--- src/rtl/serial_mod_pkg.sv ---
// Shared definitions for the serial modulus detector: FSM encoding and width helper.
package serial_mod_pkg;

    typedef enum logic {
        IDLE = 1'b0,
        ACC  = 1'b1
    } state_t;

    // Bit width needed to hold values 0..n-1, never less than one bit.
    function automatic int width_of(input int n);
        return (n <= 2) ? 1 : $clog2(n);
    endfunction

endpackage

--- src/rtl/serial_mod_detector_mod_step.sv ---
// One-bit remainder update for the serial modulus detector.
// LSB_FIRST_EN selects the weighted LSB-first step; otherwise the MSB-first shift-in step.
module mod_step
    import serial_mod_pkg::*;
#(
    parameter  int DIVISOR = 3,
    localparam int RW      = width_of(DIVISOR)
) (
    input  logic [RW-1:0] i_rem,
    input  logic          i_bit,
`ifdef LSB_FIRST_EN
    input  logic [RW-1:0] i_w,
    output logic [RW-1:0] o_w,
`endif
    output logic [RW-1:0] o_rem
);

    localparam logic [RW:0] D_T = (RW+1)'(DIVISOR);

    logic [RW:0] w_t;

`ifdef LSB_FIRST_EN
    logic [RW:0] w_w2;

    // Both rem+w and 2w stay below 2*DIVISOR, so one subtract each suffices.
    always_comb begin
        w_t   = {1'b0, i_rem} + (i_bit ? {1'b0, i_w} : '0);
        o_rem = RW'((w_t >= D_T) ? (w_t - D_T) : w_t);
        w_w2  = {i_w, 1'b0};
        o_w   = RW'((w_w2 >= D_T) ? (w_w2 - D_T) : w_w2);
    end
`else
    always_comb begin
        w_t   = {i_rem, i_bit};
        o_rem = RW'((w_t >= D_T) ? (w_t - D_T) : w_t);
    end
`endif

endmodule

--- src/rtl/serial_mod_detector.sv ---
// Framed serial divisibility checker: running remainder modulo DIVISOR, one result per word.
// Define LSB_FIRST_EN for an LSB-first stream (adds a weight register); default is MSB first.
module serial_mod_detector
    import serial_mod_pkg::*;
#(
    parameter  int DIVISOR  = 3,
    parameter  int MAX_BITS = 32,
    localparam int RW       = width_of(DIVISOR),
    localparam int CW       = width_of(MAX_BITS + 1)
) (
    input  logic          clk,
    input  logic          rst,
    input  logic          in_valid,
    input  logic          in_bit,
    input  logic          in_sof,
    input  logic          in_last,
    output logic          div_now,
    output logic [RW-1:0] rem,
    output logic          res_valid,
    output logic          res_div,
    output logic [CW-1:0] res_len,
    output logic          ovf
);

    localparam logic [CW-1:0] MAX_C = CW'(MAX_BITS);

    state_t        r_state;
    state_t        w_state_nxt;
    logic          w_accept;
    logic [RW-1:0] r_rem;
    logic [RW-1:0] w_rem_base;
    logic [RW-1:0] w_rem_nxt;
    logic [CW-1:0] r_cnt;
    logic [CW-1:0] w_cnt_nxt;
    logic          w_ovf_nxt;
    logic          r_div_now;
    logic          r_res_valid;
    logic          r_res_div;
    logic [CW-1:0] r_res_len;
    logic          r_ovf;

`ifdef LSB_FIRST_EN
    logic [RW-1:0] r_w;
    logic [RW-1:0] w_w_base;
    logic [RW-1:0] w_w_nxt;
`endif

    // A start bit is taken from either state; other bits only extend an open word.
    always_comb begin
        w_accept    = 1'b0;
        w_state_nxt = r_state;
        case (r_state)
            IDLE: begin
                if (in_valid && in_sof) begin
                    w_accept    = 1'b1;
                    w_state_nxt = in_last ? IDLE : ACC;
                end
            end
            ACC: begin
                if (in_valid) begin
                    w_accept    = 1'b1;
                    w_state_nxt = in_last ? IDLE : ACC;
                end
            end
            default: w_state_nxt = IDLE;
        endcase
    end

    always_comb begin
        w_rem_base = in_sof ? '0 : r_rem;
        w_cnt_nxt  = in_sof ? CW'(1) : ((r_cnt == MAX_C) ? r_cnt : r_cnt + CW'(1));
        w_ovf_nxt  = in_sof ? 1'b0 : (r_ovf | (r_cnt == MAX_C));
    end

`ifdef LSB_FIRST_EN
    assign w_w_base = in_sof ? RW'(1) : r_w;

    mod_step #(.DIVISOR(DIVISOR)) u_step (
        .i_rem (w_rem_base),
        .i_bit (in_bit),
        .i_w   (w_w_base),
        .o_w   (w_w_nxt),
        .o_rem (w_rem_nxt)
    );
`else
    mod_step #(.DIVISOR(DIVISOR)) u_step (
        .i_rem (w_rem_base),
        .i_bit (in_bit),
        .o_rem (w_rem_nxt)
    );
`endif

    always_ff @(posedge clk) begin
        if (!rst) begin
            r_state <= IDLE;
        end else begin
            r_state <= w_state_nxt;
        end
    end

    // div_now also reflects the closing bit for the cycle its result is shown.
    always_ff @(posedge clk) begin
        if (!rst) begin
            r_rem       <= '0;
            r_cnt       <= '0;
            r_ovf       <= 1'b0;
            r_div_now   <= 1'b0;
            r_res_valid <= 1'b0;
            r_res_div   <= 1'b0;
            r_res_len   <= '0;
        end else begin
            r_res_valid <= w_accept && in_last;
            if (w_accept) begin
                r_rem     <= w_rem_nxt;
                r_cnt     <= w_cnt_nxt;
                r_ovf     <= w_ovf_nxt;
                r_div_now <= (w_rem_nxt == '0);
                if (in_last) begin
                    r_res_div <= (w_rem_nxt == '0);
                    r_res_len <= w_cnt_nxt;
                end
            end else if (r_state == IDLE) begin
                r_div_now <= 1'b0;
            end
        end
    end

`ifdef LSB_FIRST_EN
    always_ff @(posedge clk) begin
        if (!rst) begin
            r_w <= RW'(1);
        end else if (w_accept) begin
            r_w <= w_w_nxt;
        end
    end
`endif

    assign div_now   = r_div_now;
    assign rem       = r_rem;
    assign res_valid = r_res_valid;
    assign res_div   = r_res_div;
    assign res_len   = r_res_len;
    assign ovf       = r_ovf;

endmodule

--- config.mk ---
export PLATFORM = sky130hd
export DESIGN_NAME = serial_mod_detector
export DESIGN_NICKNAME = d
export VERILOG_FILES = /design/src/rtl/serial_mod_pkg.sv /design/src/rtl/serial_mod_detector_mod_step.sv /design/src/rtl/serial_mod_detector.sv
export SDC_FILE = /design/constraint.sdc
export NUM_CORES = 1
export LEC_CHECK = 0
export ABC_CLOCK_PERIOD_IN_PS = 2650
export BUFFER_PORTS_ARGS = -buffer_cell sky130_fd_sc_hd__clkbuf_2
export CORE_ASPECT_RATIO = 0.8
export CORE_MARGIN = 8
export CORE_UTILIZATION = 33
export DETAILED_ROUTE_END_ITERATION = 8
export HOLD_SLACK_MARGIN = 0.12
export PLACE_DENSITY_LB_ADDON = 0.25
export SYNTH_ARGS = -nofsm -noshare
export SYNTH_HDL_FRONTEND = slang
export SYNTH_SLANG_ARGS = --single-unit
export TNS_END_PERCENT = 20
--- constraint.sdc ---
create_clock -name clk -period 2.65 [get_ports clk]
set_clock_uncertainty 0.15 [all_clocks]
set_input_delay 0.265 -clock clk [delete_from_list [all_inputs] [get_ports clk]]
set_output_delay 0.265 -clock clk [all_outputs]
set_load 0.01 [all_outputs]
==> results of run 1 <==
-- power by group through the flow --
stage / registers [mW] / logic (mW) / clock network, mW
global route: 0.301 / 0.0721 / 0.224
finish: 0.300 / 0.0646 / 0.208
global placement: 0.306 / 0.0627 / 0
floorplan: 0.308 / 0.0382 / 0
detailed placement: 0.307 / 0.0638 / 0
CTS: 0.300 / 0.0643 / 0.219
-- metrics by stage --
stage / util, % / instance area, um^2
3_3_place_gp: 38.9 / 1080
2_1_floorplan: - / 971
5_1_grt: 40.6 / 1130
4_1_cts: 40.6 / 1130
6_report: 40.6 / 1130
3_5_place_dp: 38.9 / 1080
-- flip-flops by register name, indices dropped and copies added (netlist names) --
register / cells
r_cnt: 6
res_div: 1
rem: 2
r_state: 1
ovf: 1
res_valid: 1
div_now: 1
res_len: 6
-- cells by family (layout without fill, tap and decap cells) --
family                     Yosys count  in the layout  synth area share, %
xor gates and xnor gates             5              5                 4.51
muxes                                1              1                 1.03
adders and majority gates            3              3                 3.87
DFF                                 19             19                 39.2
AOI/OAI and AO/OA                   35             35                 23.2
buffers and inverters                9             26                 4.38
and+or+nand+nor                     41             41                 23.8
-- cell usage in the layout, fill, tap and decap left out, types with 3 or more instances in the layout --
cell type  netlist  layout
nor2b_1          4       4
inv_1            4       4
a21oi_1          7       7
nand3_1          8       8
xnor2_1          4       4
clkbuf_2         0      17
nor2_1           5       5
o21ai_0         11      11
dfxtp_1         19      19
ha_1             3       3
nand2_1         11      11
clkbuf_8         0       3
-- cell type report --
| type | count | area, um^2 |
|---|---|---|
| Multi-Input combinational cell | 85 | 548 |
| Inverter | 4 | 15.0 |
| Clock inverter | 1 | 7.51 |
| Timing Repair Buffer | 18 | 92.6 |
| Clock buffer | 3 | 41.3 |
| Tap cell | 38 | 47.5 |
| Sequential cell | 19 | 380 |
| Fill cell | 287 | 1650 |
-- how the worst max path moves through the flow --
| stage | endpoint | cells after the start |
|---|---|---|
| after CTS | r_cnt[1] | 6 |
| after global placement | r_cnt[0] | 6 |
| after global routing | r_cnt[1] | 6 |
| after detailed placement | r_cnt[2] | 5 |
| after floorplan | res_len[3] | 6 |
| final | r_cnt[1] | 6 |
-- metal layers --
layer  track usage [%]  wire [um]  vias up
li1                  -          -      445
met2              14.1       1030       23
met1              12.4       1170      424
met4              2.87         19        0
met3              3.72        153        5
met5                 0          0        -
-- critical path, delay by kind of cell, from the launching register on --
kind	cells	cell delay (ns)
AO/OA/AOI/OAI	1	0.28
buffers and inverters	1	0.12
flip-flops	1	0.35
AND/OR/NAND/NOR	3	0.58
adder cells (fa/ha/maj)	1	0.16
==> summary.txt, run 1 <==
Synth
  • Top cell type's share of synthesized area: 39.2%
  • Mean cell area of the mapped netlist: 8.59 um^2
  • Post-Synthesis Cells: 113
  • Count leader, synth: dfxtp_1
  • Synth async-reset ratio: 0%
  • Distinct cells, synth: 37
  • Area leader, netlist: dfxtp_1
  • Synth Register Bits: 19
  • Top_reg_cell synth: dfxtp_1
  • Top cells by area, synth: dfxtp_1 (39%), o21ai_0 (5.7%), nand2_1 (4.3%)
  • Post-synth EDFFs: 0
  • Seq/Total Area, Yosys: 39.2%
  • Synth Warn #: 0
  • Synth cell count leaders: dfxtp_1 (19), nand2_1 (11), o21ai_0 (11)
  • Synth Cell Area: 971 um^2
  • Synthesized net count: 122

Floorplanning
  • Rows: 17
  • Initial core utilization: 34.8%
  • Die ar.: 0.00494 mm^2
  • Core area: 0.00279 mm^2
  • Die Span Y: 64.5 um
  • Die Span X: 76.6 um
  • I/O Pins: 18

Timing
  • Worst slew pin tran: 0.475 ns
  • Total negative setup slack: 0 ns
  • Fin. Hold Viols: 0
  • Setup WS post-layout: 0.886 ns
  • Maximum clock frequency: 567 MHz
  • Tmin final: 1.76 ns
  • Max Slew Vio Count: 0
  • Hold slack: 0.136 ns
  • Ratio of final minimum period to clock period: 66.6%
  • Worst slew margin: 68.2%
  • RSZ-0062 raised after global routing: no
  • Setup-failing EPs final: 0

Worst setup path
  • Arr. time, crit path: 1.77 ns
  • Worst EP required: 2.65 ns
  • Worst Setup SP: r_cnt[0]
  • Worst path slowest cell: dfxtp_1
  • Reg2reg path depth: 6
  • CP Max Fanout: 6
  • FF-to-FF End: r_cnt[1]
  • CP Cell Sequence: inv_1, ha_1, nand2_1, nor4_4, nor3_1, a32o_1
  • Critical Path Source Type: register
  • Crit Path Class: register to register
  • Crit. End Element: register
  • Flop-to-flop setup slack: 0.89 ns
  • Worst r2r src: r_cnt[0]
  • CP peak stage delay: 0.35 ns

CTS
  • TritonCTS clock tree: built
  • CTS Buffer Depth: 2
  • H-tree depth: 1
  • Clock transition at path regs: 0.08 ns
  • Post-CTS setup buffer count: 0
  • Cts hold-fix bufs: 0
  • CTS resizes: 0
  • Clock sinks: 19
  • Clk_lat worst skew: 0.26 ns
  • Clock Tree Root: clkbuf_8
  • CTS Buf Count: 3

Placement
  • Pre-CTS setup slack: 0.905 ns
  • Placed cells: 164
  • # port buffers: 17
  • Final GP Congestion: 0.779
  • Dpl hpwl: 1.74 mm

Power and ir drop
  • Cell Pwr Density: 506 mW/mm^2
  • Peak supply drop: 0.249 mV
  • Tot Pwr: 0.573 mW
  • Switch share: 26.1%
  • Share of power burned in registers: 52.4%
  • Sw Pwr: 0.149 mW
  • LEAKAGE: 0.445 nW
  • Pint: 0.424 mW
  • Comb pwr share: 11.3%
  • Clk pwr share: 36.3%

Finish
  • Inserted Diodes: 0
  • Non-Filler Instances: 168
  • Synthesis-to-finish area growth: 16.6%
  • Nets: 140
  • Fraction of layout cells with a size suffix above 1: 20.0%

Global routing
  • Initial antenna violation count: 0
  • Vias in the first global route: 832
  • First-pass GRT wire length: 3.90 mm
  • GRT Overall Usage: 9.51%
  • Largest net degree at the start of global routing: 25
  • Total gr overflow: 0

Job
  • Max Cap Violations: 0

Worst hold path
  • Hold crit path type: input port to register
  • Worst Hold End: r_state
  • Hold path cells: 4
  • Hold wc startpoint: in_last

Drt
  • DR iter-0 viols: 121
  • Drc violations: 0
  • DR WL/cell: 14.1 um
  • Drt first pass iters: 4
  • Vias per std cell: 5.34
  • Detailed Route WL: 2.37 mm
  • Post-DRT Antenna Nets: 0
  • Via count: 897

Run status
  • Status: finished, final reports clean
(Power assumes the default switching activity.)
==> run 2: changes to the inputs <==
ABC_CLOCK_PERIOD_IN_PS = 1500   (was 2650)
clock period = 1.5 ns   (was 2.65 ns; I/O delays follow)
==> summary.txt, run 2 (same netlist as run 1, synthesis figures left out) <==
Run status
  • Status: complete, but fails checks
  • Violations in the final reports: negative setup slack

Global routing
  • Largest net degree at the start of global routing: 25 (unchanged)
  • GRT Overall Usage: 10.3% (+0.76 points)
  • Total gr overflow: 0 (unchanged)
  • Busiest layer in global routing: met2
  • First-pass GRT wire length: 4.17 mm (+7.1%)
  • Vias in the first global route: 910 (+9.4%)
  • M3 GR Usage: 3.58% (-0.14 points)
  • Initial antenna violation count: 0 (unchanged)
  • M1 GR Usage: 12.7% (+0.24 points)
  • M2 GR Usage: 16.6% (+2.6 points)

Finish
  • Nets: 158 (+13%)
  • Multi-input combinational cell area: 611 um^2 (+11%)
  • # fillers: 262 (-8.7%)
  • Inserted Diodes: 0 (unchanged)
  • Fraction of layout cells with a size suffix above 1: 35.8% (+16 points)
  • Most frequent cells in the layout: dfxtp_1 (17), clkbuf_2 (17), buf_4 (14), o21ai_0 (10), nand2_1 (10)
  • Sequential cell area: 383 um^2 (+0.66%)
  • Synthesis-to-finish area growth: 38.7%

CTS
  • CTS Buf Count: 3 (unchanged)
  • Clk_lat worst skew: 0.26 ns (about the same)
  • CTS Buffer Depth: 2 (unchanged)
  • Clock transition at path regs: 0.07 ns (about the same)
  • Clock sinks: 19 (unchanged)
  • TritonCTS clock tree: built
  • Clock Tree Root: clkbuf_8
  • H-tree depth: 1 (unchanged)

Timing
  • Maximum clock frequency: 627 MHz (+11%)
  • Max Slew Vio Count: 0 (unchanged)
  • Setup-failing EPs final: 7 (+7)
  • RSZ-0062 raised after global routing: yes
  • Worst slew pin tran: 0.493 ns (+0.0175 ns)
  • Worst slew margin: 67.0% (-1.2 points)
  • Tmin final: 1.60 ns (-0.168 ns)
  • Ratio of final minimum period to clock period: 106% (+40 points)
  • Hold slack: 0.155 ns (+0.0197 ns)
  • Setup WS post-layout: -0.0961 ns (-0.982 ns)
  • Fin. Hold Viols: 0 (unchanged)

Worst hold path
  • Hold crit path type: input port to register
  • Hold wc startpoint: in_sof

Floorplanning
  • Die ar.: 0.00494 mm^2 (unchanged)
  • Initial core utilization: 34.8% (unchanged)
  • I/O Pins: 18 (unchanged)
  • Die Span X: 76.6 um (unchanged)
  • Die Span Y: 64.5 um (unchanged)
  • Rows: 17 (unchanged)
  • Core area: 0.00279 mm^2 (unchanged)

Drt
  • Drc violations: 0 (unchanged)
  • Vias per std cell: 5.11 (-4.2%)
  • DR iter-0 viols: 64 (-47%)
  • Detailed Route WL: 2.52 mm (+6.2%)
  • Via count: 951 (+6.0%)
  • Drt first pass iters: 4 (unchanged)
  • DR WL/cell: 13.5 um (-4.1%)
  • Post-DRT Antenna Nets: 0 (unchanged)

Worst setup path
  • CP Max Fanout: 5 (-1)
  • Worst Setup SP: r_cnt[1]
  • Crit Path Class: register to register
  • Worst r2r src: r_cnt[1]
  • Worst EP required: 1.51 ns (-1.14 ns)
  • Critical Path Source Type: register
  • Crit. End Element: register
  • Arr. time, crit path: 1.60 ns (-0.17 ns)

Power and ir drop
  • LEAKAGE: 0.538 nW (+21%)
  • Cell Pwr Density: 787 mW/mm^2 (+56%)
  • Peak supply drop: 0.583 mV (+130%)
  • Tot Pwr: 1.06 mW (+85%)

Placement
  • # port buffers: 17 (unchanged)
  • Dpl hpwl: 1.85 mm (+6.5%)
  • Final GP Congestion: 0.828 (+6.3%)
  • Pre-CTS setup slack: -0.106 ns (-1.01 ns)

Job
  • Max Cap Violations: 0 (unchanged)
run 2: changes by cell type in the layout (fill, tap and decap cells not counted), moves of 2 or more:
cell           delta
buf_4            +13
dfxtp_1           -2
dfxtp_2           +2
dlygate4sd3_1     +4
ha_1              -3
ha_4              +3
inv_1             -2
inv_2             +2
nor2_1            -2
nor2_2            +2
run 2: final cells by class:
| class | instances | area share [%] |
|---|---|---|
| flip-flops and latches | 19 | 28.4 |
| repair buffers | 36 | 17.9 |
| well taps | 38 | 3.53 |
| inverters | 4 | 1.12 |
| clock buffers | 3 | 3.07 |
| multi-input cells | 85 | 45.4 |
| clock inverters | 1 | 0.558 |
run 2: where the power goes:
part           internal [mW]  total [mW]  switching [mW]  leakage, nW
logic                 0.0763       0.163          0.0866        0.361
registers              0.518       0.528         0.00959        0.155
clock network          0.187       0.369           0.182       0.0217
run 2: layer usage:
| metal | share of wire (%) | wire length [um] |
|---|---|---|
| met1 | 49 | 1220 |
| met2 | 46 | 1150 |
| met3 | 5.1 | 128 |
| met4 | 0.56 | 14 |
| met5 | 0 | 0 |
run 2: repair_timing:
item                       4_1_cts  5_1_grt
gates cloned                     0        0
gates resized for setup          6       11
hold buffers                     4        0
hold endpoints to repair         2        0
pin swaps                        7        7
setup endpoints to repair        5       13
setup buffers                    2        1
run 2: worst max-delay path: stages (launching register included):
cell and delay (ns):
dfxtp_2 0.33, inv_2 0.06, ha_4 0.13, nand2_4 0.05, buf_6 0.11, nor4_4 0.28
o31ai_1 0.11, a32o_1 0.27
run 2: per-stage QoR:
stage | instance area [um^2] | util (%) | std cells | TNS, ns
floorplan | 971 | - | 113 | -0.196
global placement | 1170 | 41.9 | 175 | -0.142
detailed placement | 1170 | 41.9 | 175 | -0.370
CTS | 1290 | 46.2 | 185 | -0.473
global route | 1350 | 48.3 | 186 | -0.884
finish | 1350 | 48.3 | 186 | -0.335
run 2: path summary, 6_finish.rpt:
| path | end | slack [ns] | depth (start not counted) |
|---|---|---|---|
| worst max-delay path | r_cnt[2] | -0.1 | 7 |
| worst min-delay path | r_state | 0.16 | 3 |
| worst max register to register | r_cnt[2] | -0.1 | 7 |
| worst min register to register | res_len[5] | 0.33 | 2 |
==> run 3: changes to the inputs <==
MAX_ROUTING_LAYER = met4   (was unset)
==> summary.txt, run 3 (same netlist as run 1, synthesis figures left out) <==
Run status
  • Status: complete, but fails checks
  • Violations in the final reports: negative setup slack

Floorplanning
  • Rows: 17 (unchanged)
  • Die ar.: 0.00494 mm^2 (unchanged)
  • Die Span Y: 64.5 um (unchanged)
  • I/O Pins: 18 (unchanged)
  • Die Span X: 76.6 um (unchanged)
  • Core area: 0.00279 mm^2 (unchanged)
  • Initial core utilization: 34.8% (unchanged)

Power and ir drop
  • Cell Pwr Density: 787 mW/mm^2 (about the same)
  • Comb pwr share: 15.4% (about the same)
  • Sw Pwr: 0.278 mW (about the same)
  • Clk pwr share: 34.9% (about the same)
  • Pint: 0.782 mW (about the same)
  • Share of power burned in registers: 49.8% (about the same)
  • Peak supply drop: 0.583 mV (+0.14%)
  • LEAKAGE: 0.538 nW (unchanged)
  • Switch share: 26.2% (about the same)

Worst setup path
  • Crit path to: r_cnt[2]
  • Crit. End Element: register
  • FF-to-FF End: r_cnt[2]
  • Worst EP required: 1.51 ns (about the same)
  • CP Max Fanout: 5 (unchanged)
  • Reg2reg path depth: 7 (unchanged)
  • Flop-to-flop setup slack: -0.09 ns (about the same)
  • Worst Setup SP: r_cnt[1]
  • Worst r2r src: r_cnt[1]
  • Critical Path Source Type: register
  • Arr. time, crit path: 1.60 ns (about the same)
  • Crit Path Class: register to register

Finish
  • # fillers: 262 (unchanged)
  • Multi-input combinational cell area: 611 um^2 (unchanged)
  • Most frequent cells in the layout: dfxtp_1 (17), clkbuf_2 (17), buf_4 (14), o21ai_0 (10), nand2_1 (10)
  • Inserted Diodes: 0 (unchanged)
  • Synthesis-to-finish area growth: 38.7% (unchanged)
  • Sequential cell area: 383 um^2 (unchanged)
  • Nets: 158 (unchanged)
  • Fraction of layout cells with a size suffix above 1: 35.8% (unchanged)

Timing
  • Max Slew Vio Count: 0 (unchanged)
  • Tmin final: 1.59 ns (-0.00265 ns)
  • RSZ-0062 raised after global routing: yes
  • Setup-failing EPs final: 7 (unchanged)
  • Ratio of final minimum period to clock period: 106% (-0.18 points)
  • Worst slew pin tran: 0.498 ns (+0.00535 ns)
  • Setup WS post-layout: -0.0935 ns (+0.00265 ns)
  • Worst slew margin: 66.6% (-0.36 points)
  • Total negative setup slack: -0.339 ns (-0.00430 ns)
  • Fin. Hold Viols: 0 (unchanged)
  • Maximum clock frequency: 628 MHz (+0.17%)
  • Hold slack: 0.161 ns (+0.00595 ns)

Drt
  • Vias per std cell: 5.08 (-0.63%)
  • Drt first pass iters: 4 (unchanged)
  • Drc violations: 0 (unchanged)
  • Detailed Route WL: 2.53 mm (+0.44%)
  • Post-DRT Antenna Nets: 0 (unchanged)
  • DR WL/cell: 13.6 um (+0.44%)
  • DR iter-0 viols: 63 (-1.6%)
  • Via count: 945 (-0.63%)

Global routing
  • First-pass GRT wire length: 4.16 mm (-0.34%)
  • Busiest layer in global routing: met2
  • Largest net degree at the start of global routing: 25 (unchanged)
  • M1 GR Usage: 12.9% (+0.24 points)
  • Initial antenna violation count: 0 (unchanged)
  • M3 GR Usage: 3.03% (-0.55 points)
  • M2 GR Usage: 16.6% (unchanged)
  • Total gr overflow: 0 (unchanged)
  • GRT Overall Usage: 10.5% (+0.28 points)
  • Vias in the first global route: 914 (+0.44%)

CTS
  • CTS Buffer Depth: 2 (unchanged)
  • Clock sinks: 19 (unchanged)
  • Clock Tree Root: clkbuf_8
  • TritonCTS clock tree: built
  • Clock transition at path regs: 0.08 ns (about the same)
  • H-tree depth: 1 (unchanged)
  • Clk_lat worst skew: 0.26 ns (about the same)
  • CTS Buf Count: 3 (unchanged)

Worst hold path
  • Hold crit path type: input port to register

Placement
  • Pre-CTS setup slack: -0.106 ns (unchanged)
  • Final GP Congestion: 0.840 (+1.5%)
  • Dpl hpwl: 1.85 mm (unchanged)
  • # port buffers: 17 (unchanged)

Job
  • Max Cap Violations: 0 (unchanged)
run 3: area by class of cell:
| class | instances | share of cell area (%) |
|---|---|---|
| multi-input cells | 85 | 45.4 |
| flip-flops and latches | 19 | 28.4 |
| repair buffers | 36 | 17.9 |
| well taps | 38 | 3.53 |
| clock buffers | 3 | 3.07 |
| inverters | 4 | 1.12 |
| clock inverters | 1 | 0.558 |
run 3: routing by layer:
metal	wire, um	vias up
met5	0	-
li1	-	479
met3	118	2
met4	14	0
met2	1150	28
met1	1250	436
run 3: timing repair:
action / CTS / global route
endpoints found under the hold margin: 2 / 0
setup buffers: 2 / 1
gates resized for setup: 6 / 11
pin swaps: 7 / 7
gates cloned: 0 / 0
hold buffers: 4 / 0
setup endpoints to repair: 5 / 13
run 3: how the worst min path moves through the flow:
stage,depth (start not counted),to,startpoint
floorplan,2,res_valid,rst
global placement,4,r_state,in_last
detailed placement,4,r_state,in_last
CTS,3,r_state,in_sof
global route,3,r_state,in_sof
finish,3,r_state,in_sof
run 3: critical path: stages (launching register included):
cell and delay, ns:
dfxtp_2 0.33, inv_2 0.06, ha_4 0.13, nand2_4 0.05, buf_6 0.11, nor4_4 0.28, o31ai_1 0.10, a32o_1 0.27
run 3: power groups by stage:
| stage | sequential (mW) | clock [mW] | combinational, mW |
|---|---|---|---|
| final | 0.528 | 0.369 | 0.163 |
| after CTS | 0.527 | 0.381 | 0.149 |
| after detailed placement | 0.539 | 0 | 0.133 |
| after global placement | 0.538 | 0 | 0.130 |
| after global routing | 0.529 | 0.401 | 0.179 |
| after floorplan | 0.544 | 0 | 0.0677 |
run 3: stage by stage:
stage          std cells  total power [mW]  instance area, um^2  util (%)
4_1_cts              185              1.06                 1290      46.2
2_1_floorplan        113             0.612                  971         -
6_report             186              1.06                 1350      48.3
3_5_place_dp         175             0.671                 1170      41.9
3_3_place_gp         175             0.669                 1170      41.9
5_1_grt              186              1.11                 1350      48.3
